--- config.mk ---
export PLATFORM = sky130hd
export DESIGN_NAME = serial_tx
export DESIGN_NICKNAME = d
export VERILOG_FILES = /design/src/rtl/serial_pkg.sv /design/src/rtl/serial_baud_cnt.sv /design/src/rtl/serial_tx.sv
export SDC_FILE = /design/constraint.sdc
export NUM_CORES = 1
export LEC_CHECK = 0
export ABC_AREA = 1
export BUFFER_PORTS_ARGS = -buffer_cell sky130_fd_sc_hd__buf_2
export CAP_MARGIN = 20
export CORE_MARGIN = 2
export CORE_UTILIZATION = 24
export CTS_BUF_LIST = sky130_fd_sc_hd__clkbuf_4
export CTS_CLUSTER_DIAMETER = 200
export DETAILED_ROUTE_END_ITERATION = 8
export PLACE_DENSITY = 0.44
export SYNTH_ARGS = -nofsm -noshare
export SYNTH_HDL_FRONTEND = slang
export SYNTH_SLANG_ARGS = --single-unit
--- constraint.sdc ---
create_clock -name clk_i -period 2.8 [get_ports clk_i]
set_input_delay 0.28 -clock clk_i [delete_from_list [all_inputs] [get_ports clk_i]]
set_output_delay 0.28 -clock clk_i [all_outputs]
set_load 0.03 [all_outputs]
--- src/rtl/serial_pkg.sv ---
// Shared definitions for the serial transmitter and its matching receiver:
// FSM state encodings and the frame-length helper.
package serial_pkg;

    // Frame FSM states, in the order they occur on the line.
    typedef enum logic [2:0] {
        IDLE   = 3'd0,
        START  = 3'd1,
        DATA   = 3'd2,
        PARITY = 3'd3,
        STOP   = 3'd4
    } tx_state_e;

    // Clock cycles from the first low cycle of the start bit to the end of stop.
    function automatic int unsigned frame_len(input int unsigned width,
                                              input int unsigned parity_en,
                                              input int unsigned clks_per_bit);
        return (1 + width + parity_en + 1) * clks_per_bit;
    endfunction

endpackage

--- src/rtl/serial_baud_cnt.sv ---
// Bit timer: counts CLKS_PER_BIT cycles per serial bit and flags the last one.
module serial_baud_cnt #(
    parameter int unsigned CLKS_PER_BIT = 4
) (
    input  logic clk_i,
    input  logic rst_i,
    input  logic clear_i,
    output logic tick_o
);

    localparam int unsigned CW = (CLKS_PER_BIT > 1) ? $clog2(CLKS_PER_BIT) : 1;
    localparam logic [CW-1:0] LAST = CW'(CLKS_PER_BIT - 1);

    if (CLKS_PER_BIT == 0) begin : g_bad_clks_per_bit
        $error("serial_baud_cnt: CLKS_PER_BIT must be at least 1");
    end

    logic [CW-1:0] cnt_q;
    logic [CW-1:0] cnt_d;

    // Wrap from LAST back to 0; clear holds the count at 0 between frames.
    always_comb begin
        cnt_d = cnt_q;
        if (clear_i || (cnt_q == LAST)) begin
            cnt_d = '0;
        end else begin
            cnt_d = cnt_q + 1'b1;
        end
    end

    // Counter register with synchronous reset.
    always_ff @(posedge clk_i) begin
        if (rst_i) begin
            cnt_q <= '0;
        end else begin
            cnt_q <= cnt_d;
        end
    end

    assign tick_o = (cnt_q == LAST);

endmodule

--- src/rtl/serial_tx.sv ---
// Serial transmitter: accepts a parallel word with a valid/ready handshake and
// sends start bit, data LSB first, optional even parity, and a stop bit.
// Handshake: a word is taken on the rising edge where valid_i && ready_o;
// ready_o is high only in IDLE, and valid_i at any other time is dropped.
module serial_tx
    import serial_pkg::*;
#(
    parameter int unsigned WIDTH        = 8,
    parameter int unsigned CLKS_PER_BIT = 4,
    parameter bit          PARITY_EN    = 1'b0
) (
    input  logic             clk_i,
    input  logic             rst_i,
    input  logic [WIDTH-1:0] data_i,
    input  logic             valid_i,
    output logic             ready_o,
    output logic             tx_o,
    output logic             busy_o,
    output logic             done_o,
    output tx_state_e        state_o
);

    localparam int unsigned IW = (WIDTH > 1) ? $clog2(WIDTH) : 1;
    localparam logic [IW-1:0] LAST_IDX = IW'(WIDTH - 1);

    if (WIDTH == 0) begin : g_bad_width
        $error("serial_tx: WIDTH must be at least 1");
    end

    tx_state_e        state_q,  state_d;
    logic [WIDTH-1:0] shift_q,  shift_d;
    logic             parity_q, parity_d;
    logic [IW-1:0]    idx_q,    idx_d;
    logic             done_q,   done_d;
    logic             tick;

    // The bit timer runs only while a frame is in progress.
    serial_baud_cnt #(
        .CLKS_PER_BIT(CLKS_PER_BIT)
    ) u_baud (
        .clk_i  (clk_i),
        .rst_i  (rst_i),
        .clear_i(state_q == IDLE),
        .tick_o (tick)
    );

    // Next-state logic: capture on acceptance, advance one bit per tick.
    always_comb begin
        state_d  = state_q;
        shift_d  = shift_q;
        parity_d = parity_q;
        idx_d    = idx_q;
        done_d   = 1'b0;
        case (state_q)
            IDLE: begin
                if (valid_i) begin
                    state_d  = START;
                    shift_d  = data_i;
                    parity_d = ^data_i;
                    idx_d    = '0;
                end
            end
            START: begin
                if (tick) state_d = DATA;
            end
            DATA: begin
                if (tick) begin
                    shift_d = shift_q >> 1;
                    if (idx_q == LAST_IDX) begin
                        idx_d   = '0;
                        state_d = PARITY_EN ? PARITY : STOP;
                    end else begin
                        idx_d = idx_q + 1'b1;
                    end
                end
            end
            PARITY: begin
                if (tick) state_d = STOP;
            end
            STOP: begin
                if (tick) begin
                    state_d = IDLE;
                    done_d  = 1'b1;
                end
            end
            default: state_d = IDLE;
        endcase
    end

    // State and datapath registers; reset aborts any frame in progress.
    always_ff @(posedge clk_i) begin
        if (rst_i) begin
            state_q  <= IDLE;
            shift_q  <= '0;
            parity_q <= 1'b0;
            idx_q    <= '0;
            done_q   <= 1'b0;
        end else begin
            state_q  <= state_d;
            shift_q  <= shift_d;
            parity_q <= parity_d;
            idx_q    <= idx_d;
            done_q   <= done_d;
        end
    end

    // Line driver: low for start, data LSB first, parity, high otherwise.
    always_comb begin
        tx_o = 1'b1;
        case (state_q)
            START:   tx_o = 1'b0;
            DATA:    tx_o = shift_q[0];
            PARITY:  tx_o = parity_q;
            default: tx_o = 1'b1;
        endcase
    end

    assign ready_o = (state_q == IDLE);
    assign busy_o  = (state_q != IDLE);
    assign done_o  = done_q;
    assign state_o = state_q;

endmodule

Yosys cells after proc, flatten, opt, wreduce, memory -nomap -nowiden
Cells that the tools add are included.
- input port bits: 11
- register bits after elaboration: 18
- word-level logic and storage cells: 47
- add/sub/neg operators: 2
- reduce and logical (&&, ||, !) cells: 10
- bitwise gates (word level): 1
- eq/ne operators: 12
- muxes and demuxes: 16
- operators by type and width (operator ; number):
    $mux 3 ; 9
    $mux 8 ; 2
    $pmux 8 s2 ; 1
    $pmux 3 s5 ; 1
    $ne 2x2->1 const B ; 6
    $reduce_xor 8->1 ; 1
    $eq 3x2->1 const B ; 2
    $eq 3x3->1 const B ; 2
    $pmux 3 s2 ; 1
    $reduce_and 6->1 ; 1
    $reduce_or 2->1 ; 2
    $add 3x1->3 const B ; 1
    $eq 3x1->1 const B ; 1
    $logic_not 3->1 ; 1
    $pmux 1 s3 ; 1
    $reduce_and 3->1 ; 1
    $reduce_bool 3->1 ; 1
    $add 2x1->2 const B ; 1
    $eq 2x2->1 const B ; 1
    $reduce_and 2->1 ; 1
    $reduce_bool 2->1 ; 1
    $logic_or 1x1->1 ; 1
    $mux 1 ; 1
    $not 1->1 ; 1

Longest topological paths before layout
Gate-level depths: netlist of the first run.
- depth after elaboration: 4
- depth in mapped cells: 10

Hierarchy
From an unflattened synthesis of the first run, not the netlist that was laid out.
- cells, all modules: 172
- area total of the unflattened synthesis: 1083.5 sq um
- by module, submodules not included (module ; cells an instance ; area each (sq um) ; times used ; sequential area each (sq um)):
    serial_tx ; 163 ; 1008.5 ; 1 ; 320.3
    serial_baud_cnt ; 9 ; 75.1 ; 1 ; 40.0

Worst setup path after synthesis of the first run
No wires, ideal clock.
- path kind: reg2out
- start: register state_q[0], in the netlist state_o[0]
- end: output port tx_o
- arrival time: 1281 ps
- cell stages (with the launch flop): 3
- path slack: 1239 ps
- required time: 2520 ps
- path through: dfxtp_1 o21ai_0 o22ai_1
- word-level cells in the longest chain between the ends: 2
- elaborated cells on any way between the ends: 4
- RTL lines (item ; line ; RTL):
    from (decl) ; serial_tx.sv:30 ; tx_state_e state_q, state_d;
    from (signal assigned) ; serial_tx.sv:99 ; state_q <= state_d;
    $eq 3x2->1 / $eq 3x1->1 (equally long branches) ; serial_tx.sv:110 ; case (state_q)
    $pmux 1 s3 * ; serial_tx.sv:110 ;
    to (decl) ; serial_tx.sv:17 ; output logic tx_o,
Every way passes the cells marked *; elsewhere a longest branch is shown, timed or not.

Worst setup path after layout of the first run
- start: register state_q[1], in the netlist state_o[1]
- end: register idx_q[2]
- word-level cells in the longest chain between the ends: 3
- elaborated cells on any way between the ends: 7
- RTL lines (item ; line ; RTL):
    $eq 3x2->1 / $logic_not 3->1 (equally long branches) ; serial_tx.sv:54 ; case (state_q)
    $ne 2x2->1 (no line) / $reduce_bool 2->1 (equally long branches) ; n/a ;
    $reduce_and 3->1 (no line) ; n/a ;
    to (signal assigned) ; serial_tx.sv:102 ; idx_q <= idx_d;
    to (decl) ; serial_tx.sv:33 ; logic [IW-1:0] idx_q, idx_d;
Several ways; a longest one is shown, not always the timed one.
A chain may end at the register's enable or synchronous reset.

==> impl_metrics.yaml, run 1 <==
status:
  status: "finished, final reports clean"
clock_tree:
  worstSkewPairLatency_ns: 0.29
  post-cts-setup-buffer-count: 0
  h-tree-depth: 1
  cts.sinks: 18
  numCtsBuffers: 3
  clkSlewWorstSetupHoldPaths_ns: 0.11
  cts_hold_buf: 0
  cts_resized: 0
  cts_tree: "built"
  cts-root-buf: "clkbuf_4"
  clk_path_buf_depth: 2
detailed_routing:
  detail_route.vias_per_cell: 4.07
  drt_wl_total_um: 2280
  drc_errors: 0
  firstDrtPassIters: 4
  drtIter0Drc: 44
  routed-via-count: 973
  final_antenna_net_count: 0
  avgRoutedWirePerCell_um: 9.53
timing:
  worst_slew_pin_slew_ns: 0.601
  max_freq_mhz: 563
  maxSlewHeadroom_pct: 59.8
  fin_crit_ns: 1.78
  hold_viol_final: 0
  clock_skew_ns: 0.00380
  layout_setup_ws_ns: 1.02
  slew_violations: 0
  finalSetupViolations: 0
  period_share_pct: 63.4
  rsz0062_at_grt: "false"
  setup_tns_ns: 0
yosys:
  yosysMostFrequentCell: "nand2_1"
  async_flop_share_pct: 0
  synth_warnings: 0
  ys_seq_area_share_pct: 33.0
  synth_top_cell_by_area: "dfxtp_1"
  syn-cell-area_um2: 1090
  synth_cells: 170
  yosysTopAreaCellShare_pct: 33.0
  yosysUniqueCellTypes: 24
  ys.flop_type: "dfxtp_1"
  yosys-top-cells-count: "nand2_1 (50), nor2_1 (23), dfxtp_1 (18)"
  synth_area_leaders: "dfxtp_1 (33%), nand2_1 (17%), nor2_1 (7.9%)"
  syn_area_per_cell_um2: 6.43
  synth_edf_count: 0
  syn_nets: 184
  synth-seq-cells: 18
pwr:
  irDropWorstVdd_v: 0.000177
  power_density_nw_per_um2: 801
  p_leak_nw: 0.632
worst_setup_path:
  worst_setup_path_end_kind: "register"
  cp_max_fo: 18
  crit_chain: "inv_2, nor3_4, nand2_2, nand2_2, inv_2, a21oi_2, nor2_1"
  criticalPathCategory: "reg -> reg"
  worstPathArrival_ns: 1.97
  worst_r2r_path_depth: 7
  cp-start-kind: "register"
  slowest_stage: "nor3_4"
  crit_path_max_incr_delay_ns: 0.47
  critPathRequiredTime_ns: 3.00
floorplanning:
  die_area_um2: 5110
  die_w_um: 71.5
  initial_core_util_pct: 24.9
  fp-row-count: 24
  die_y_um: 71.5
  coreArea_um2: 4380
  io_pins: 18
global_route:
  grt_use_total_pct: 10.1
  grt_pass1_wl_um: 4090
  grt_max_degree: 19
  grt_pass1_vias: 917
  grt_overflow_total: 0
  antenna_found_initial: 0
worst_hold_path:
  min_path_cells: 2
  hold_path_class: "in -> reg"
place:
  gp_congestion: 0.739
  preCtsSetupSlack_ns: 1.03
  portBuffers: 17
  post-dp-hpwl_um: 1780
finish:
  syn_to_final_growth_pct: 12.6
  antenna_cells: 0
  drive_above_1_share_pct: 23.5
  finalNetCount: 202
job:
  cap_violations: 0
## stage by stage
stage / std cells / total power [mW] / cell area, um2 / hold WS (ns) / utilization, %
floorplan: 170 / 0.770 / 1090 / 0.349 / -
global placement: 235 / 0.865 / 1200 / 0.417 / 27.5
detailed placement: 235 / 0.859 / 1200 / 0.423 / 27.5
CTS: 239 / 0.997 / 1230 / 0.194 / 28.1
global route: 239 / 1.08 / 1230 / 0.172 / 28.1
finish: 239 / 0.986 / 1230 / 0.202 / 28.1
## critical path: cells and delay by family (launching register included)
| family | cells | cell delay, ns |
|---|---|---|
| DFF | 1 | 0.43 |
| AOI/OAI and AO/OA | 1 | 0.13 |
| and+or+nand+nor | 4 | 0.85 |
| buffers and inverters | 2 | 0.26 |
## layer usage
metal / track usage (%) / wire, um / vias up
li1: - / - / 562
met1: 13.6 / 1180 / 395
met2: 15.3 / 975 / 14
met3: 1.69 / 83 / 2
met4: 5.66 / 34 / 0
met5: 0 / 0 / -
## layout by cell type (no fill, tap or decap), types with 3 or more instances in the layout
cell type,Yosys,layout
nor2_2,8,8
nand2_1,50,50
ha_1,3,3
o21ai_1,10,10
o21ai_0,8,8
clkbuf_4,0,3
nand3_1,4,4
buf_2,1,17
nor2_1,23,23
dfxtp_1,18,18
inv_1,16,16
a21oi_1,3,3
inv_2,8,8
nand2_2,4,4
## path summary, 6_finish.rpt
kind	startpoint	endpoint	slack [ns]
setup reg to reg	state_o[1]	idx_q[2]	1.02
hold reg to reg	u_baud.cnt_q[0]	u_baud.cnt_q[0]	0.44
hold / removal	rst_i	state_o[1]	0.20
setup / recovery	state_o[1]	idx_q[2]	1.02
## cells by family after synthesis
family | after synthesis | share of synthesized area, %
AO/OA/AOI/OAI | 25 | 12.5
XOR/XNOR | 1 | 0.802
adder cells (fa/ha/maj) | 3 | 3.44
buffers and inverters | 28 | 11.8
flip-flops | 18 | 33.0
AND/OR/NAND/NOR | 95 | 38.5
## report_power, final
| group | switching (mW) | internal (mW) |
|---|---|---|
| Sequential | 0.0579 | 0.330 |
| Combinational | 0.318 | 0.143 |
| Clock | 0.0845 | 0.0519 |
## flip-flops by register name (all words and copies together) (netlist names)
| register | flops |
|---|---|
| state_o | 3 |
| idx_q | 3 |
| done_o | 1 |
| parity_q | 1 |
| u_baud.cnt_q | 2 |
| shift_q | 8 |
## final cells by class
type                    count  area [um2]
repair buffers             17        85.1
inverters                  24        90.1
clock inverters             1        3.75
well taps                  52        65.1
clock buffers               3        22.5
fillers                   503        3150
multi-input cells         124         603
flip-flops and latches     18         360
Note: power is estimated with default switching activity, not from simulation.
==> run 2: changes to the inputs <==
==> constraint.sdc (replaced) <==
create_clock -name clk_i -period 1.66 [get_ports clk_i]
set_input_delay 0.166 -clock clk_i [delete_from_list [all_inputs] [get_ports clk_i]]
set_output_delay 0.166 -clock clk_i [all_outputs]
set_load 0.03 [all_outputs]
==> run 2 against run 1 <==
Hold slack worse by 0.11 ns. Sequential cell count unchanged. Utilization up 0.46 points. Die area unchanged. Largest power group unchanged.
==> impl_metrics.yaml, run 2 (synthesized netlist as in run 1, its figures left out) <==
pwr:
  p_total_mw: 1.68
  p_int_mw: 0.905
  p_seq_share_pct: 39.2
  swShare_pct: 46.1
  switchingPower_mw: 0.773
  power_density_nw_per_um2: 1340
  combPwrFrac_pct: 47.8
  p_leak_nw: 0.646
  irDropWorstVdd_v: 0.000306
  p_clk_share_pct: 12.9
timing:
  fin_crit_ns: 1.46
  max_freq_mhz: 686
  hold_viol_final: 0
  period_share_pct: 87.8
  clock_skew_ns: 0.00153
  setup_tns_ns: 0
  worst_slew_pin_slew_ns: 0.407
  slew_violations: 0
  rsz0062_at_grt: "false"
  maxSlewHeadroom_pct: 72.8
  finalSetupViolations: 0
detailed_routing:
  routed-via-count: 1026
  drtIter0Drc: 60
  detail_route.vias_per_cell: 4.26
  firstDrtPassIters: 4
  drc_errors: 0
  avgRoutedWirePerCell_um: 9.78
  drt_wl_total_um: 2360
  final_antenna_net_count: 0
finish:
  drive_above_1_share_pct: 25.4
  syn_to_final_growth_pct: 14.4
  layout_common_cells: "nand2_1 (50), nor2_1 (23), dfxtp_1 (17), buf_2 (17), inv_1 (16)"
  top_register: "shift_q"
  antenna_cells: 0
  fill_cells: 496
  largest_register_ffs: 8
  finalInstanceArea_um2: 1250
  layout_commonest_cell: "nand2_1"
  finalNetCount: 205
clock_tree:
  cts_hold_buf: 0
  h-tree-depth: 1
  numCtsBuffers: 3
  worstSkewPairLatency_ns: 0.29
  cts_resized: 0
  post-cts-setup-buffer-count: 0
  clk_path_buf_depth: 2
  cts_tree: "built"
  cts-root-buf: "clkbuf_4"
  clkSlewWorstSetupHoldPaths_ns: 0.10
  cts.sinks: 18
floorplanning:
  die_w_um: 71.5
  fp-row-count: 24
  die_area_um2: 5110
  die_y_um: 71.5
  initial_core_util_pct: 24.9
  coreArea_um2: 4380
  io_pins: 18
place:
  gp_congestion: 0.710
  portBuffers: 17
  dpl_cell_area_um2: 1230
  post-dp-hpwl_um: 1850
worst_setup_path:
  cp-start-kind: "register"
  criticalPathCategory: "reg -> out"
  critPathRequiredTime_ns: 1.49
  worstPathArrival_ns: 1.29
  cp_max_fo: 6
  worst_setup_path_end_kind: "primary output"
  r2r-start: "state_o[2]"
  crit_start: "state_o[0]"
global_route:
  grt_pass1_vias: 930
  grt_max_degree: 14
  grt_pass1_wl_um: 4150
  grt_overflow_total: 0
  grt_use_total_pct: 10.2
  antenna_found_initial: 0
worst_hold_path:
  min_from: "rst_i"
  hold_path_class: "in -> reg"
job:
  cap_violations: 0
status:
  status: "finished, final reports clean"
-- run 2: routing by layer --
metal,vias to the layer above,part of all wire [%],GRT usage (%)
met5,-,0,0
met3,2,2.2,0.985
met1,439,55,14.4
met2,14,41,15.1
met4,0,1.7,5.66
li1,571,-,-
-- run 2: power groups by stage --
stage,logic [mW],clock network [mW],registers [mW]
finish,0.803,0.217,0.658
global route,0.908,0.256,0.674
CTS,0.815,0.237,0.656
detailed placement,0.810,0,0.666
global placement,0.816,0,0.669
floorplan,0.615,0,0.683
-- run 2: final timing paths --
kind                     end  slack, ns  depth (start not counted)
max                     tx_o       0.20                          4
min               state_o[0]       0.09                          2
max reg2reg       shift_q[7]       0.27                          8
min reg2reg  u_baud.cnt_q[0]       0.43                          1
-- run 2: area by class of cell --
type | count | area (um2) | share of cell area (%)
Multi-Input combinational cell | 124 | 603 | 48.2
Sequential cell | 18 | 362 | 28.9
Timing Repair Buffer | 20 | 108 | 8.61
Inverter | 24 | 90.1 | 7.21
Tap cell | 52 | 65.1 | 5.21
Clock buffer | 3 | 22.5 | 1.80
-- run 2: critical path, cell delays in order (launching register included) --
cell and delay [ns]:
dfxtp_2 0.42, inv_2 0.06, nor3_1 0.23, o22ai_1 0.11, buf_2 0.19
-- run 2: stage by stage --
stage / hold slack (ns) / setup slack [ns] / cells / utilization [%]
finish: 0.0870 / 0.202 / 241 / 28.5
global route: 0.0817 / 0.0764 / 241 / 28.5
CTS: 0.0823 / 0.0755 / 241 / 28.5
detailed placement: 0.407 / 0.278 / 238 / 28.0
global placement: 0.414 / 0.273 / 238 / 28.0
floorplan: 0.235 / 0.136 / 170 / -
